===== src/rtl/i2s_pkg.sv =====
// Shared definitions for the AHB-Lite I2S transmitter: register offsets, STATUS/CTRL bit
// positions, default read value and slot geometry.
package i2s_pkg;

   localparam logic [23:0] REG_CTRL   = 24'h00_0000;
   localparam logic [23:0] REG_STATUS = 24'h00_0004;
   localparam logic [23:0] REG_DATA   = 24'h00_0008;
   localparam logic [23:0] REG_LEVEL  = 24'h00_000C;

   localparam int CTRL_EN    = 0;
   localparam int CTRL_FLUSH = 1;
   localparam int CTRL_IE    = 2;

   localparam int STAT_FULL     = 0;
   localparam int STAT_EMPTY    = 1;
   localparam int STAT_UNDERRUN = 2;
   localparam int STAT_OVERFLOW = 3;

   localparam logic [31:0] RD_DEFAULT = 32'hBADD_BEEF;

   localparam int SLOT_BITS = 32;
   localparam int FRAME_POS = 2 * SLOT_BITS;

   // Address-phase snapshot carried into the data phase
   typedef struct packed {
      logic [23:0] addr;
      logic        trans;
      logic        sel;
      logic        write;
   } ahb_aph_t;

endpackage


===== src/rtl/i2s_tx_core.sv =====
// I2S serialiser: SCK divider, 64-position frame counter, slot shifter and SCK/WS/SD generation.
// Pops one FIFO word at the start of each slot and flags an underrun when none is available.
module i2s_tx_core
   import i2s_pkg::*;
#(
   parameter int CLK_DIV = 4
) (
   input  logic                 clk_i,
   input  logic                 rst_ni,
   input  logic                 en_i,
   input  logic                 fifo_empty_i,
   input  logic [SLOT_BITS-1:0] fifo_data_i,
   output logic                 fifo_pop_o,
   output logic                 underrun_o,
   output logic                 sck_o,
   output logic                 ws_o,
   output logic                 sd_o
);

   localparam int DIV_W = $clog2(2 * CLK_DIV);
   localparam int POS_W = $clog2(FRAME_POS);
   localparam logic [DIV_W-1:0] DIV_LAST = DIV_W'(2 * CLK_DIV - 1);
   localparam logic [DIV_W-1:0] DIV_HALF = DIV_W'(CLK_DIV);
   localparam logic [POS_W-1:0] WS_FIRST = POS_W'(SLOT_BITS - 1);
   localparam logic [POS_W-1:0] WS_LAST  = POS_W'(FRAME_POS - 2);

   logic [DIV_W-1:0]     div_q, div_d;
   logic [POS_W-1:0]     pos_q, pos_d;
   logic [SLOT_BITS-1:0] shift_q, shift_d;
   logic                 load;
   logic                 pos_end;
   logic [SLOT_BITS-1:0] cur_word;

   // The load cycle presents the FIFO head directly so SD carries the MSB from position start
   assign load     = en_i && (div_q == '0) && (pos_q[POS_W-2:0] == '0);
   assign pos_end  = (div_q == DIV_LAST);
   assign cur_word = load ? (fifo_empty_i ? '0 : fifo_data_i) : shift_q;

   always_comb begin
      div_d   = div_q;
      pos_d   = pos_q;
      shift_d = shift_q;
      if (!en_i) begin
         div_d   = '0;
         pos_d   = '0;
         shift_d = '0;
      end else if (pos_end) begin
         div_d   = '0;
         pos_d   = pos_q + 1'b1;
         shift_d = cur_word << 1;
      end else begin
         div_d   = div_q + 1'b1;
         shift_d = cur_word;
      end
   end

   always_ff @(posedge clk_i) begin
      if (!rst_ni) begin
         div_q   <= '0;
         pos_q   <= '0;
         shift_q <= '0;
      end else begin
         div_q   <= div_d;
         pos_q   <= pos_d;
         shift_q <= shift_d;
      end
   end

   assign fifo_pop_o = load && !fifo_empty_i;
   assign underrun_o = load && fifo_empty_i;
   assign sck_o      = en_i && (div_q >= DIV_HALF);
   assign ws_o       = en_i && (pos_q >= WS_FIRST) && (pos_q <= WS_LAST);
   assign sd_o       = en_i && cur_word[SLOT_BITS-1];

endmodule


===== src/rtl/ahbl_i2s_tx.sv =====
// AHB-Lite I2S transmitter: register decode, TX FIFO and status flags around i2s_tx_core.
// Optional IRQ output is enabled by defining I2S_TX_IRQ_EN.
module ahbl_i2s_tx
   import i2s_pkg::*;
#(
   parameter int CLK_DIV    = 4,
   parameter int FIFO_DEPTH = 8,
   parameter int FIFO_AW    = 3
) (
   input  logic        HCLK,
   input  logic        HRESETn,
   input  logic [31:0] HADDR,
   input  logic [1:0]  HTRANS,
   input  logic        HWRITE,
   input  logic [2:0]  HSIZE,
   input  logic [31:0] HWDATA,
   input  logic        HSEL,
   input  logic        HREADY,
   output logic [31:0] HRDATA,
   output logic        HREADYOUT,
   output logic        SCK,
   output logic        WS,
   output logic        SD
`ifdef I2S_TX_IRQ_EN
 , output logic        IRQ
`endif
);

   localparam logic [FIFO_AW:0] DEPTH = (FIFO_AW + 1)'(FIFO_DEPTH);

   ahb_aph_t             aph_q, aph_d;
   logic                 we, re;
   logic                 en_q, en_d, ie_q, ie_d, flush_q, flush_d;
   logic                 und_q, und_d, ovf_q, ovf_d;
   logic [SLOT_BITS-1:0] mem_q [FIFO_DEPTH];
   logic [FIFO_AW-1:0]   wr_ptr_q, wr_ptr_d, rd_ptr_q, rd_ptr_d;
   logic [FIFO_AW:0]     cnt_q, cnt_d;
   logic                 full, empty, push_req, push, pop, core_und;
   logic                 unused_sig;

   assign unused_sig = ^{HSIZE, HADDR[31:24], HTRANS[0]};
   assign HREADYOUT  = 1'b1;

   always_comb begin
      aph_d = aph_q;
      if (HREADY) begin
         aph_d.addr  = HADDR[23:0];
         aph_d.trans = HTRANS[1];
         aph_d.sel   = HSEL;
         aph_d.write = HWRITE;
      end
   end

   assign we = aph_q.trans && aph_q.sel && aph_q.write;
   assign re = aph_q.trans && aph_q.sel && !aph_q.write;

   assign full     = (cnt_q == DEPTH);
   assign empty    = (cnt_q == '0);
   assign push_req = we && (aph_q.addr == REG_DATA);
   // A full FIFO still accepts a push when the serialiser pops in the same cycle
   assign push     = push_req && (!full || pop) && !flush_q;

   always_comb begin
      en_d    = en_q;
      ie_d    = ie_q;
      flush_d = 1'b0;
      und_d   = und_q;
      ovf_d   = ovf_q;
      if (we && (aph_q.addr == REG_CTRL)) begin
         en_d    = HWDATA[CTRL_EN];
         flush_d = HWDATA[CTRL_FLUSH];
         ie_d    = HWDATA[CTRL_IE];
      end
      if (we && (aph_q.addr == REG_STATUS)) begin
         if (HWDATA[STAT_UNDERRUN]) und_d = 1'b0;
         if (HWDATA[STAT_OVERFLOW]) ovf_d = 1'b0;
      end
      if (core_und) und_d = 1'b1;
      if (push_req && full && !pop && !flush_q) ovf_d = 1'b1;
   end

   always_comb begin
      wr_ptr_d = wr_ptr_q;
      rd_ptr_d = rd_ptr_q;
      cnt_d    = cnt_q;
      if (flush_q) begin
         wr_ptr_d = '0;
         rd_ptr_d = '0;
         cnt_d    = '0;
      end else begin
         if (push) wr_ptr_d = wr_ptr_q + 1'b1;
         if (pop)  rd_ptr_d = rd_ptr_q + 1'b1;
         if (push && !pop)      cnt_d = cnt_q + 1'b1;
         else if (pop && !push) cnt_d = cnt_q - 1'b1;
      end
   end

   always_ff @(posedge HCLK) begin
      if (!HRESETn) begin
         aph_q    <= '0;
         en_q     <= 1'b0;
         ie_q     <= 1'b0;
         flush_q  <= 1'b0;
         und_q    <= 1'b0;
         ovf_q    <= 1'b0;
         wr_ptr_q <= '0;
         rd_ptr_q <= '0;
         cnt_q    <= '0;
      end else begin
         aph_q    <= aph_d;
         en_q     <= en_d;
         ie_q     <= ie_d;
         flush_q  <= flush_d;
         und_q    <= und_d;
         ovf_q    <= ovf_d;
         wr_ptr_q <= wr_ptr_d;
         rd_ptr_q <= rd_ptr_d;
         cnt_q    <= cnt_d;
      end
   end

   always_ff @(posedge HCLK) begin
      if (push) mem_q[wr_ptr_q] <= HWDATA;
   end

   always_comb begin
      HRDATA = '0;
      if (re) begin
         case (aph_q.addr)
            REG_CTRL: begin
               HRDATA[CTRL_EN] = en_q;
               HRDATA[CTRL_IE] = ie_q;
            end
            REG_STATUS: begin
               HRDATA[STAT_FULL]     = full;
               HRDATA[STAT_EMPTY]    = empty;
               HRDATA[STAT_UNDERRUN] = und_q;
               HRDATA[STAT_OVERFLOW] = ovf_q;
            end
            REG_DATA:  HRDATA = '0;
            REG_LEVEL: HRDATA[FIFO_AW:0] = cnt_q;
            default:   HRDATA = RD_DEFAULT;
         endcase
      end
   end

   i2s_tx_core #(
      .CLK_DIV (CLK_DIV)
   ) u_core (
      .clk_i        (HCLK),
      .rst_ni       (HRESETn),
      .en_i         (en_q),
      .fifo_empty_i (empty),
      .fifo_data_i  (mem_q[rd_ptr_q]),
      .fifo_pop_o   (pop),
      .underrun_o   (core_und),
      .sck_o        (SCK),
      .ws_o         (WS),
      .sd_o         (SD)
   );

`ifdef I2S_TX_IRQ_EN
   localparam logic [FIFO_AW:0] HALF = (FIFO_AW + 1)'(FIFO_DEPTH / 2);

   logic irq_q, irq_d;

   assign irq_d = ie_q && (und_q || (cnt_q < HALF));

   always_ff @(posedge HCLK) begin
      if (!HRESETn) irq_q <= 1'b0;
      else          irq_q <= irq_d;
   end

   assign IRQ = irq_q;
`endif

endmodule


===== config.mk =====
export PLATFORM = sky130hd
export DESIGN_NAME = ahbl_i2s_tx
export DESIGN_NICKNAME = d
export VERILOG_FILES = /design/src/rtl/i2s_pkg.sv /design/src/rtl/i2s_tx_core.sv /design/src/rtl/ahbl_i2s_tx.sv
export SDC_FILE = /design/constraint.sdc
export NUM_CORES = 1
export LEC_CHECK = 0
export BUFFER_PORTS_ARGS = -buffer_cell sky130_fd_sc_hd__buf_2
export CAP_MARGIN = 20
export CORE_MARGIN = 4
export CORE_UTILIZATION = 37
export CTS_BUF_LIST = sky130_fd_sc_hd__clkbuf_4
export CTS_CLUSTER_SIZE = 14
export DETAILED_ROUTE_END_ITERATION = 8
export MAX_ROUTING_LAYER = met4
export REMOVE_ABC_BUFFERS = 1
export SETUP_SLACK_MARGIN = 0.05
export SLEW_MARGIN = 20
export SYNTH_ARGS = -nofsm -noshare
export SYNTH_HDL_FRONTEND = slang
export SYNTH_HIERARCHICAL = 1
export SYNTH_SLANG_ARGS = --single-unit

===== constraint.sdc =====
create_clock -name HCLK -period 6.68 [get_ports HCLK]
set_clock_uncertainty 0.2 [all_clocks]
set_input_delay 1.002 -clock HCLK [delete_from_list [all_inputs] [get_ports HCLK]]
set_output_delay 1.002 -clock HCLK [all_outputs]
set_load 0.05 [all_outputs]

==> results of run 1 <==
cells by family after synthesis:
kind of cell,after synthesis,synth area share (%)
buffers and inverters,87,3.336
muxes,228,21.97
AOI/OAI and AO/OA,28,1.190
xor gates and xnor gates,8,0.4865
DFF,342,65.33
and+or+nand+nor,180,6.542
other,2,0.05214
adders and majority gates,12,1.095
cell type report:
type / instances / area [µm²] / area share, %
flip-flops and latches: 342 / 9414 / 56.88
multi-input cells: 465 / 4599 / 27.79
clock buffers: 130 / 975.9 / 5.897
well taps: 518 / 648.1 / 3.916
repair buffers: 104 / 560.5 / 3.387
clock inverters: 41 / 307.8 / 1.860
inverters: 9 / 33.78 / 0.2041
diodes: 4 / 10.01 / 0.06048
flip-flops by register name (all words and copies together) (netlist names), named ones only:
register        cells
ovf_q               1
cnt_q               4
ie_q                1
wr_ptr_q            3
mem_q             256
rd_ptr_q            3
u_core/shift_q     32
u_core/pos_q        6
en_q                1
aph_q              27
flush_q             1
u_core/div_q        3
und_q               1
how the worst max path moves through the flow:
| stage | from | end | slack [ns] | cells after the start |
|---|---|---|---|---|
| 6_report | en_q$_SDFFE_PN0P_ | cnt_q[3]$_SDFFE_PP0P_ | 2.51 | 14 |
| 5_1_grt | en_q$_SDFFE_PN0P_ | cnt_q[3]$_SDFFE_PP0P_ | 2.04 | 14 |
| 4_1_cts | en_q$_SDFFE_PN0P_ | cnt_q[3]$_SDFFE_PP0P_ | 2.48 | 14 |
| 3_5_place_dp | u_core/pos_q[0]$_SDFFE_PN0P_ | cnt_q[3]$_SDFFE_PP0P_ | 2.52 | 16 |
| 3_3_place_gp | u_core/pos_q[0]$_SDFFE_PN0P_ | cnt_q[3]$_SDFFE_PP0P_ | 2.49 | 16 |
| 2_1_floorplan | aph_q[7]$_SDFFE_PN0P_ | HRDATA[10] | -7.36 | 4 |
power groups by stage:
stage	clock network, W	registers (W)	logic (W)
floorplan	0	0.00234	0.0000533
global placement	0	0.00234	0.000100
detailed placement	0	0.00234	0.000104
CTS	0.00204	0.00230	0.000104
global route	0.00217	0.00230	0.000114
finish	0.00196	0.00230	0.000103
synthesized netlist by cell type (6+ instances only):
cell                         n  area, µm²
sky130_fd_sc_hd__nand4_1     6      37.54
sky130_fd_sc_hd__mux4_2     64       1441
sky130_fd_sc_hd__buf_1       6      22.52
sky130_fd_sc_hd__o21ai_0     6      30.03
sky130_fd_sc_hd__buf_2      17      85.08
sky130_fd_sc_hd__dfxtp_1    86       1722
sky130_fd_sc_hd__nor2_1    112      420.4
sky130_fd_sc_hd__mux2_2     65      732.0
sky130_fd_sc_hd__buf_4      29      217.7
sky130_fd_sc_hd__inv_1       9      33.78
sky130_fd_sc_hd__a21oi_1    12      60.06
sky130_fd_sc_hd__edfxtp_1  256       7687
sky130_fd_sc_hd__ha_1       11      137.6
sky130_fd_sc_hd__clkbuf_1   22      82.58
sky130_fd_sc_hd__nand2_1    14      52.55
sky130_fd_sc_hd__mux2i_1    99      991.0
through the flow:
stage	area, µm²	utilization (%)	setup slack, ns
finish	16550	42.92	2.515
global route	16550	42.92	2.039
CTS	16540	42.90	2.484
detailed placement	15260	39.57	2.518
global placement	15260	39.57	2.489
floorplan	13980	-	-7.363
metal layers:
layer | track usage, % | part of all wire (%) | vias up | routed length [µm]
met5 | - | 0 | - | 0
met4 | 5.718 | 2.1 | 0 | 607
met3 | 3.672 | 4.9 | 48 | 1389
met2 | 22.35 | 50 | 162 | 14150
met1 | 17.07 | 43 | 3876 | 12090
li1 | - | - | 3694 | -
worst max-delay path, stage by stage, from the launching register on:
cell,delay [ns]
sky130_fd_sc_hd__dfxtp_1,0.51
sky130_fd_sc_hd__nand4b_1,0.22
sky130_fd_sc_hd__nor4_4,0.16
sky130_fd_sc_hd__buf_4,0.45
sky130_fd_sc_hd__nor2b_1,0.50
sky130_fd_sc_hd__o2111a_1,0.31
sky130_fd_sc_hd__nand3_2,0.25
sky130_fd_sc_hd__inv_1,0.14
sky130_fd_sc_hd__ha_1,0.17
sky130_fd_sc_hd__inv_1,0.10
sky130_fd_sc_hd__ha_1,0.29
sky130_fd_sc_hd__a21o_1,0.17
sky130_fd_sc_hd__a21oi_1,0.17
sky130_fd_sc_hd__mux2i_1,0.25
sky130_fd_sc_hd__mux2i_1,0.19
==> out/results.md, run 1 <==
| Result | Value |
| --- | --- |
| Outcome | complete, no violations |
| Prevailing post-synth register cell | sky130_fd_sc_hd__edfxtp_1 |
| Length in cells of the worst reg-to-reg path | 14 |
| Commonest non-fill, non-tap cell in the layout | sky130_fd_sc_hd__edfxtp_1 |
| Count of boundary I/O pins | 110 |
| Area Overhead vs Synth | 14.91% |
| Power per cell area | 263.5 nW/µm² |
| Worst Setup Start Kind | flop |
| Initial antenna violation count | 4 |
| Accumulated negative setup slack | 0 ns |
| TritonCTS clock tree | built |
| Hold path startpoint | u_core/shift_q[0]$_SDFF_PP0_ |
| Root buffer cell | sky130_fd_sc_hd__clkbuf_4 |
| Hold Path End | u_core/shift_q[0]$_SDFF_PP0_ |
| Pins Over Slew Limit | 0 |
| Number of buffers on the longest clock path | 3 |
| Postcts setup bufs | 0 |
| Min cycle time layout | 4.165 ns |
| Number of placed instances, taps included | 1438 |
| Die footprint | 42150 µm² |
| Sequential fraction of the synthesis area | 65.33% |
| CP Max Fanout | 35 |
| Remaining Overflow, GRT | 0 |
| Tot Pwr | 0.004361 W |
| Final estimated routing congestion in global placement | 0.7255 |
| Tightest Hold Check Type | reg2reg |
| Floorplan row count | 72 |
| Design internal power | 0.003421 W |
| Total GRT Usage | 14.00% |
| Part of the total power dissipated in sequential elements | 52.7% |
| Routed wire length per instance | 17.51 µm |
| Detailed Route WL | 28240 µm |
| Post-route antenna net violation count | 0 |
| Largest net degree at the start of global routing | 65 |
| Worst reg-to-reg setup slack | 2.51 ns |
| HPWL after detailed placement | 15710 µm |
| Count of final hold-check violations | 0 |
| Die Width | 205.3 µm |
| Via count of the first global-routing pass | 8213 |
| Net Sw Frac | 21.54% |
| Post-Syn Area per Cell | 16.24 µm² |
| Critical Path End Type | flop |
| Initial Util | 37.35% |
| First-pass GRT wire length | 44420 µm |
| DRT Pass-1 Iters | 4 |
| Tcrit/Tclk final | 62.35% |
| Launch instance of the worst register-to-register path | en_q$_SDFFE_PN0P_ |
| Syn. warnings | 6 |
| Number of clock buffers inserted by TritonCTS | 91 |
| Count of endpoints failing setup in the final report | 0 |
| Quantity of hold-fixing buffers added after cts | 0 |
| Number of cells upsized or downsized after cts | 0 |
| RSZ-0062 raised after global routing | false |
| Core region area | 38560 µm² |
| Y dimension of the die | 205.3 µm |
| DRC violation count after routing | 0 |
| Max_slew headroom | 26.84% |
| CP required | 7.15 ns |
| Part of the total power dissipated in combinational logic | 2.4% |
| Maxcap violations | 0 |
| Async set or reset register ratio after synthesis | 0% |
| CTS H-tree depth | 3 |
| Share of layout cells above drive strength 1 | 36.48% |
| Highest-count cells in the layout ignoring fill and taps | 256 x sky130_fd_sc_hd__edfxtp_1, 130 x sky130_fd_sc_hd__clkbuf_4, 112 x sky130_fd_sc_hd__nor2_1 |
| Flip-flop and latch count after synthesis | 342 |
| Post-Syn Area | 14400 µm² |
| Number of enable flip-flop cells after synthesis | 256 |
| Switch Pwr | 0.0009391 W |
| Leakage dissipation | 5.545 nW |
| Distinct cell type count of the synthesized netlist | 51 |
| Data arrival time at the worst-slack endpoint | 4.63 ns |
| Peak clock frequency supported by timing | 240.1 MHz |
| Post-layout nets | 1099 |
| Clock sinks | 342 |
| Worst-case vdd ir drop | 0.1190 mV |
| Number of cells traversed by the worst hold path | 2 |
| Hold Worst Slack | 0.2675 ns |
| Number of standard cells in the final layout excluding fillers | 1613 |
| Number of design-rule violations left by the first detailed-router iteration | 351 |
| Number of vias in the routed layout | 7780 |
| End of the worst register-to-register path | cnt_q[3]$_SDFFE_PP0P_ |
| Mean number of vias per cell | 4.823 |
| Cells after synthesis | 887 |
| CTS clk-pin slew, worst paths | 0.06 ns |
| Portion of total power attributed to the clock network | 44.9% |
| Count of buffers from port buffering | 88 |
| Worst-Skew Late Latency | 0.77 ns |
| Filler Cells Inserted | 3605 |
| Measured slew at the worst slew-check pin | 1.097 ns |
| Critical path start-end classification | reg2reg |
Power figures use the tool's default switching activity.
==> run 2, diff against run 1 <==
- ABC_AREA: default -> 1
- clock period: 6.68 -> 4 ns (I/O delays scaled with it)
==> run 2 against run 1 <==
Clock power rose by 53%. Critical endpoint is now SD. Clock-buffer cell count fell by 1. Cell area rose by 3.2%. Largest cell class unchanged. Highest routed layer unchanged.
==> out/results.md, run 2 <==
| Result | Value |
| --- | --- |
| Outcome | complete, no violations |
| Number of design-rule violations left by the first detailed-router iteration | 655 |
| Accumulated negative setup slack | 0 ns |
| First-pass GRT wire length | 52990 µm |
| Dominant cell by count in the synthesized netlist | sky130_fd_sc_hd__nor2_1 |
| Number of vias in the routed layout | 10.62k |
| Synth top area cells | sky130_fd_sc_hd__edfxtp_1 53%, sky130_fd_sc_hd__dfxtp_1 12%, sky130_fd_sc_hd__nor2_1 7.9%, sky130_fd_sc_hd__nand2_1 6.5%, sky130_fd_sc_hd__nand3_1 3.9% |
| Distinct cell type count of the synthesized netlist | 29 |
| Clock sinks | 342 |
| Worst-Skew Late Latency | 0.71 ns |
| Tot Pwr | 0.007054 W |
| Cells after synthesis | 1419 |
| CP Max Fanout | 67 |
| GR Util met3 | 3.358% |
| Tightest Hold Check Type | in2reg |
| Count of endpoints failing setup in the final report | 0 |
| Count of final hold-check violations | 0 |
| Routed wire length per instance | 15.44 µm |
| Worst Setup Start Kind | flop |
| Met1 global-route usage | 20.12% |
| Initial antenna violation count | 2 |
| Post-Syn Area | 14480 µm² |
| Flip-flop and latch count after synthesis | 342 |
| Mean number of vias per cell | 4.902 |
| Post-Syn Area per Cell | 10.21 µm² |
| Peak clock frequency supported by timing | 277.3 MHz |
| Highest-count cells in the layout ignoring fill and taps | 296 x sky130_fd_sc_hd__nor2_1, 256 x sky130_fd_sc_hd__edfxtp_1, 250 x sky130_fd_sc_hd__nand2_1 |
| Number of clock buffers inserted by TritonCTS | 89 |
| CTS H-tree depth | 3 |
| Area Overhead vs Synth | 17.92% |
| HPWL after detailed placement | 18570 µm |
| Sequential fraction of the synthesis area | 64.96% |
| Critical path start-end classification | reg2out |
| Post-layout nets | 1666 |
| Count of buffers from port buffering | 88 |
| Root buffer cell | sky130_fd_sc_hd__clkbuf_4 |
| Worst reg-to-reg setup slack | 0.65 ns |
| Initial Util | 37.48% |
| Async set or reset register ratio after synthesis | 0% |
| Count of boundary I/O pins | 110 |
| Power per cell area | 413.0 nW/µm² |
| Maxcap violations | 0 |
| Number of buffers on the longest clock path | 3 |
| Critical Path End Type | output port |
| Tcrit/Tclk final | 90.17% |
| Detailed Route WL | 33450 µm |
| Core region area | 38650 µm² |
| Worst-case vdd ir drop | 0.2309 mV |
| Hold Path End | flush_q$_SDFF_PN0_ |
| Die footprint | 42370 µm² |
| Largest net degree at the start of global routing | 97 |
| Leakage dissipation | 6.562 nW |
| Number of enable flip-flop cells after synthesis | 256 |
| Syn. warnings | 6 |
| Post-route antenna net violation count | 0 |
| Commonest non-fill, non-tap cell in the layout | sky130_fd_sc_hd__nor2_1 |
| Max_slew headroom | 44.29% |
| Die Width | 205.9 µm |
| Via count of the first global-routing pass | 10.44k |
| Measured slew at the worst slew-check pin | 0.8348 ns |
| Top flop regs | mem_q x256, u_core/shift_q x32, aph_q x27 |
| CP required | 3.20 ns |
| Y dimension of the die | 205.9 µm |
| Library cell with the largest summed area after synthesis | sky130_fd_sc_hd__edfxtp_1 |
| Final estimated routing congestion in global placement | 0.7749 |
| Routing usage on met2 | 26.31% |
| DRT Pass-1 Iters | 5 |
| Length in cells of the worst reg-to-reg path | 20 |
| Remaining Overflow, GRT | 0 |
| TritonCTS clock tree | built |
| CTS clk-pin slew, worst paths | 0.06 ns |
| Launch instance of the worst register-to-register path | u_core/pos_q[1]$_SDFFE_PN0P_ |
| RSZ-0062 raised after global routing | false |
| Total GRT Usage | 16.06% |
| Pins Over Slew Limit | 0 |
| Number of flip-flops under the largest register name | 256 |
| DRC violation count after routing | 0 |
| Number of cells traversed by the worst hold path | 3 |
| Floorplan row count | 72 |
| Largest register by flop count | mem_q |
| Area fraction of the dominant cell type after synthesis | 53.08% |
| Min cycle time layout | 3.607 ns |
| Most instantiated cells after synthesis | 304 x sky130_fd_sc_hd__nor2_1, 256 x sky130_fd_sc_hd__edfxtp_1, 250 x sky130_fd_sc_hd__nand2_1 |
| Prevailing post-synth register cell | sky130_fd_sc_hd__edfxtp_1 |
| End of the worst register-to-register path | cnt_q[3]$_SDFFE_PP0P_ |
| Hold path startpoint | HRESETn |
| Most utilized layer in the global route result | met2 |
| Share of layout cells above drive strength 1 | 16.76% |
| Data arrival time at the worst-slack endpoint | 2.81 ns |
-- run 2: area by class of cell --
class                      instances  area (µm²)
antenna                            2       5.005
clock buffer                     129       968.4
clock inverter                    29       187.7
fill                            3605       21570
inverter                          81       306.5
multi-input combinational        899        4267
sequential                       342        9417
tap                              518       648.1
timing repair buffer             167        1281
-- run 2: where the power goes --
| group | switching [W] | internal, W |
|---|---|---|
| combinational | 0.000144 | 0.0000827 |
| sequential | 0.00000971 | 0.00382 |
| clock | 0.00138 | 0.00162 |
-- run 2: how the worst max path moves through the flow --
| stage | depth (start not counted) | start | to | slack [ns] |
|---|---|---|---|---|
| 6_report | 10 | flop | SD | 0.39 |
| 3_5_place_dp | 20 | u_core/pos_q[1]$_SDFFE_PN0P_ | cnt_q[3]$_SDFFE_PP0P_ | 0.68 |
| 3_3_place_gp | 20 | u_core/pos_q[1]$_SDFFE_PN0P_ | cnt_q[3]$_SDFFE_PP0P_ | 0.64 |
| 5_1_grt | 10 | flop | SD | 0.10 |
| 4_1_cts | 10 | flop | SD | 0.26 |
| 2_1_floorplan | 8 | aph_q[17]$_SDFFE_PN0P_ | HRDATA[10] | -3.42 |
-- run 2: kinds of logic after synthesis --
family	Yosys count	share of synthesized area, %
other	2	0.05185
DFF	342	64.96
xor gates and xnor gates	3	0.1814
AOI/OAI and AO/OA	184	8.043
and+or+nand+nor	691	19.50
adders and majority gates	12	1.088
buffers and inverters	185	6.177
-- run 2: metal layers --
metal	routed length, µm	share of wire (%)
met5	0	0
met4	527	1.6
met2	16330	49
met3	1848	5.5
met1	14750	44
-- run 2: through the flow --
step	setup slack, ns	instances	utilization [%]	hold WS, ns	cell area (µm²)
global route	0.1041	2167	44.20	0.1740	17080
global placement	0.6439	1948	39.66	0.2324	15330
CTS	0.2633	2165	44.18	0.1083	17080
detailed placement	0.6782	1948	39.66	0.2458	15330
floorplan	-3.419	1322	-	0.2173	13920
finish	0.3932	2167	44.20	0.1800	17080
-- run 2: critical path, stage by stage, from the launching register on --
cell	delay, ns
sky130_fd_sc_hd__dfxtp_4	0.55
sky130_fd_sc_hd__inv_4	0.40
sky130_fd_sc_hd__nor2_1	0.07
sky130_fd_sc_hd__o32ai_1	0.24
sky130_fd_sc_hd__nand2_1	0.09
sky130_fd_sc_hd__nand2_1	0.10
sky130_fd_sc_hd__nand2_1	0.06
sky130_fd_sc_hd__nand3_1	0.13
sky130_fd_sc_hd__nand2_1	0.08
sky130_fd_sc_hd__nor2_1	0.12
sky130_fd_sc_hd__buf_2	0.28
-- run 2: what timing repair did --
action,in CTS,in global routing
gates resized for setup,0,0
hold endpoints to repair,278,0
buffers inserted,0,0
hold buffers,59,0
==> run 3, diff against run 2 <==
--- a/config.mk
+++ b/config.mk
@@ -7,3 +7,2 @@
 export LEC_CHECK = 0
-export ABC_AREA = 1
 export BUFFER_PORTS_ARGS = -buffer_cell sky130_fd_sc_hd__buf_2
==> constraint.sdc (replaced) <==
create_clock -name HCLK -period 4 [get_ports HCLK]
set_clock_uncertainty 0.2 [all_clocks]
set_input_delay 0.2 -clock HCLK [delete_from_list [all_inputs] [get_ports HCLK]]
set_output_delay 0.2 -clock HCLK [all_outputs]
set_load 0.05 [all_outputs]
==> run 3 against run 2 <==
Global-route usage is 1.1 points lower. Critical endpoint is now cnt_q[3]$_SDFFE_PP0P_. Non-clock buffer count grew 52. Utilization is 1.5 points higher. Clock power rose by 2%.
==> out/results.md, run 3 (same netlist as run 1, synthesis figures left out) <==
| Result | Value |
| --- | --- |
| Routed wire length per instance | 17.61 µm |
| Core region area | 38560 µm² |
| Total GRT Usage | 14.94% |
| RSZ-0062 raised after global routing | false |
| Floorplan row count | 72 |
| Worst-case vdd ir drop | 0.2407 mV |
| Via count of the first global-routing pass | 8896 |
| First-pass GRT wire length | 47960 µm |
| DRC violation count after routing | 0 |
| Number of design-rule violations left by the first detailed-router iteration | 407 |
| CP required | 4.45 ns |
| Root buffer cell | sky130_fd_sc_hd__clkbuf_4 |
| Cell-by-cell trace of the critical path | inv_1 -> ha_1 -> nand4b_1 -> nor4_4 -> nor2b_1 -> buf_4 -> o2111a_1 -> nand3_2 -> inv_1 -> ha_1 -> inv_1 -> ha_1 -> a21o_1 -> a21oi_1 -> mux2i_1 -> mux2i_1 |
| Outcome | complete, no violations |
| Die footprint | 42150 µm² |
| DRT Pass-1 Iters | 4 |
| Number of buffers on the longest clock path | 3 |
| Portion of total power attributed to the clock network | 42.6% |
| Worst reg-to-reg setup slack | 0.50 ns |
| Count of final hold-check violations | 0 |
| Number of vias in the routed layout | 8248 |
| Sum of buffers and inverters on the critical path | 4 |
| Clock sinks | 342 |
| Number of cells traversed by the worst hold path | 2 |
| Count of buffers from port buffering | 88 |
| Number of clock buffers inserted by TritonCTS | 90 |
| CTS clk-pin slew, worst paths | 0.07 ns |
| Count of endpoints failing setup in the final report | 0 |
| Data arrival time at the worst-slack endpoint | 3.95 ns |
| Slowest stage delay, CP | 0.35 ns |
| Util after Layout | 45.69% |
| Commonest non-fill, non-tap cell in the layout | sky130_fd_sc_hd__edfxtp_1 |
| Leakage dissipation | 5.979 nW |
| Largest register by flop count | mem_q |
| Max_slew headroom | 32.72% |
| Die Width | 205.3 µm |
| Area Overhead vs Synth | 22.33% |
| Tightest Hold Check Type | in2reg |
| Share of layout cells above drive strength 1 | 33.89% |
| Initial Util | 37.35% |
| Stages on worst setup path | 16 |
| Detailed Route WL | 30130 µm |
| Part of the total power dissipated in sequential elements | 53.6% |
| CP Max Fanout | 9 |
| Top flop regs | mem_q x256, u_core/shift_q x32, aph_q x27 |
| Count of boundary I/O pins | 110 |
| HPWL after detailed placement | 16160 µm |
| Remaining Overflow, GRT | 0 |
| Highest-count cells in the layout ignoring fill and taps | 256 x sky130_fd_sc_hd__edfxtp_1, 137 x sky130_fd_sc_hd__clkbuf_4, 112 x sky130_fd_sc_hd__nor2_1 |
| Switch Pwr | 0.001522 W |
| Design internal power | 0.005634 W |
| Largest net degree at the start of global routing | 43 |
| Filler Cells Inserted | 3486 |
| TritonCTS clock tree | built |
| Post-layout nets | 1213 |
| CTS H-tree depth | 3 |
| Critical path start-end classification | reg2reg |
| Area after DPL | 15360 µm² |
| Initial antenna violation count | 1 |
| Peak clock frequency supported by timing | 285.5 MHz |
| Post-route antenna net violation count | 0 |
| Mean number of vias per cell | 4.821 |
| Maxcap violations | 0 |
| Number of cells upsized or downsized after cts | 0 |
| Net Sw Frac | 21.27% |
| Quantity of hold-fixing buffers added after cts | 109 |
| Delay-heaviest family, CP | simple AND/OR/NAND/NOR gates |
| Y dimension of the die | 205.3 µm |
| Part of the total power dissipated in combinational logic | 3.8% |
| Pins Over Slew Limit | 0 |
| Worst-Skew Late Latency | 0.72 ns |
| Measured slew at the worst slew-check pin | 1.008 ns |
| Number of flip-flops under the largest register name | 256 |
| Finished layout cell area | 17620 µm² |
| Final estimated routing congestion in global placement | 0.7115 |
| Critical Path End Type | flop |
| Tcrit/Tclk final | 87.58% |
| Length in cells of the worst reg-to-reg path | 16 |
| Power per cell area | 406.2 nW/µm² |
| Postcts setup bufs | 0 |
| Min cycle time layout | 3.503 ns |
| Worst Setup Start Kind | flop |
| Worst-path cell with the longest stage delay | sky130_fd_sc_hd__dfxtp_1 |
run 3: cell count changes in the layout (fill, tap and decap cells not counted), moves of 6 or more:
cell / before / now
sky130_fd_sc_hd__nand2_1: 250 / 14
sky130_fd_sc_hd__nor2_1: 296 / 112
sky130_fd_sc_hd__nand3_1: 112 / 3
sky130_fd_sc_hd__mux2i_1: 0 / 99
sky130_fd_sc_hd__o21ai_0: 104 / 6
sky130_fd_sc_hd__inv_1: 76 / 9
sky130_fd_sc_hd__mux2_2: 0 / 65
sky130_fd_sc_hd__mux4_2: 0 / 64
sky130_fd_sc_hd__o32ai_1: 64 / 0
sky130_fd_sc_hd__dlygate4sd3_1: 59 / 109
sky130_fd_sc_hd__nor2_4: 11 / 0
sky130_fd_sc_hd__clkbuf_4: 129 / 137
sky130_fd_sc_hd__nor2_2: 6 / 0
run 3: layout make-up:
type,count,area (µm²),area share (%)
diodes,1,2.502,0.01420
clock buffers,137,1028,5.838
clock inverters,20,132.6,0.7528
inverters,9,33.78,0.1917
multi-input cells,465,4599,26.11
flip-flops and latches,342,9414,53.43
well taps,518,648.1,3.679
repair buffers,219,1759,9.985
run 3: path summary, 6_finish.rpt:
check                                             startpoint                    endpoint
worst max-delay path            u_core/pos_q[0]$_SDFFE_PN0P_       cnt_q[3]$_SDFFE_PP0P_
worst min-delay path                              HWDATA[21]      mem_q[6][21]$_DFFE_PP_
worst max register to register  u_core/pos_q[0]$_SDFFE_PN0P_       cnt_q[3]$_SDFFE_PP0P_
worst min register to register    u_core/div_q[0]$_SDFF_PP0_  u_core/div_q[0]$_SDFF_PP0_
run 3: stage by stage:
stage,hold slack (ns),power (W),setup slack [ns],cells,TNS (ns)
after floorplan,0.09887,0.004002,-9.241,816,-832.59
after global placement,0.2338,0.004082,0.5854,1444,0
after detailed placement,0.2434,0.004088,0.5237,1444,0
after CTS,0.001043,0.007276,0.3943,1710,0
after global routing,0.02100,0.007517,0.2156,1711,0
final,0.09857,0.007156,0.4969,1711,0
run 3: power by group through the flow:
| stage | Combinational, W | Clock (W) | Sequential [W] |
|---|---|---|---|
| 5_1_grt | 0.000292 | 0.00339 | 0.00384 |
| 6_report | 0.000270 | 0.00305 | 0.00384 |
| 2_1_floorplan | 0.0000890 | 0 | 0.00391 |
| 3_3_place_gp | 0.000169 | 0 | 0.00391 |
| 4_1_cts | 0.000266 | 0.00317 | 0.00384 |
| 3_5_place_dp | 0.000173 | 0 | 0.00391 |
run 3: routing by layer:
layer	vias to the layer above	global-route usage (%)	routed length [µm]
met5	-	-	0
met4	0	5.239	414
met3	39	3.294	1106
met2	145	24.47	15470
met1	4162	18.46	13140
li1	3902	-	-
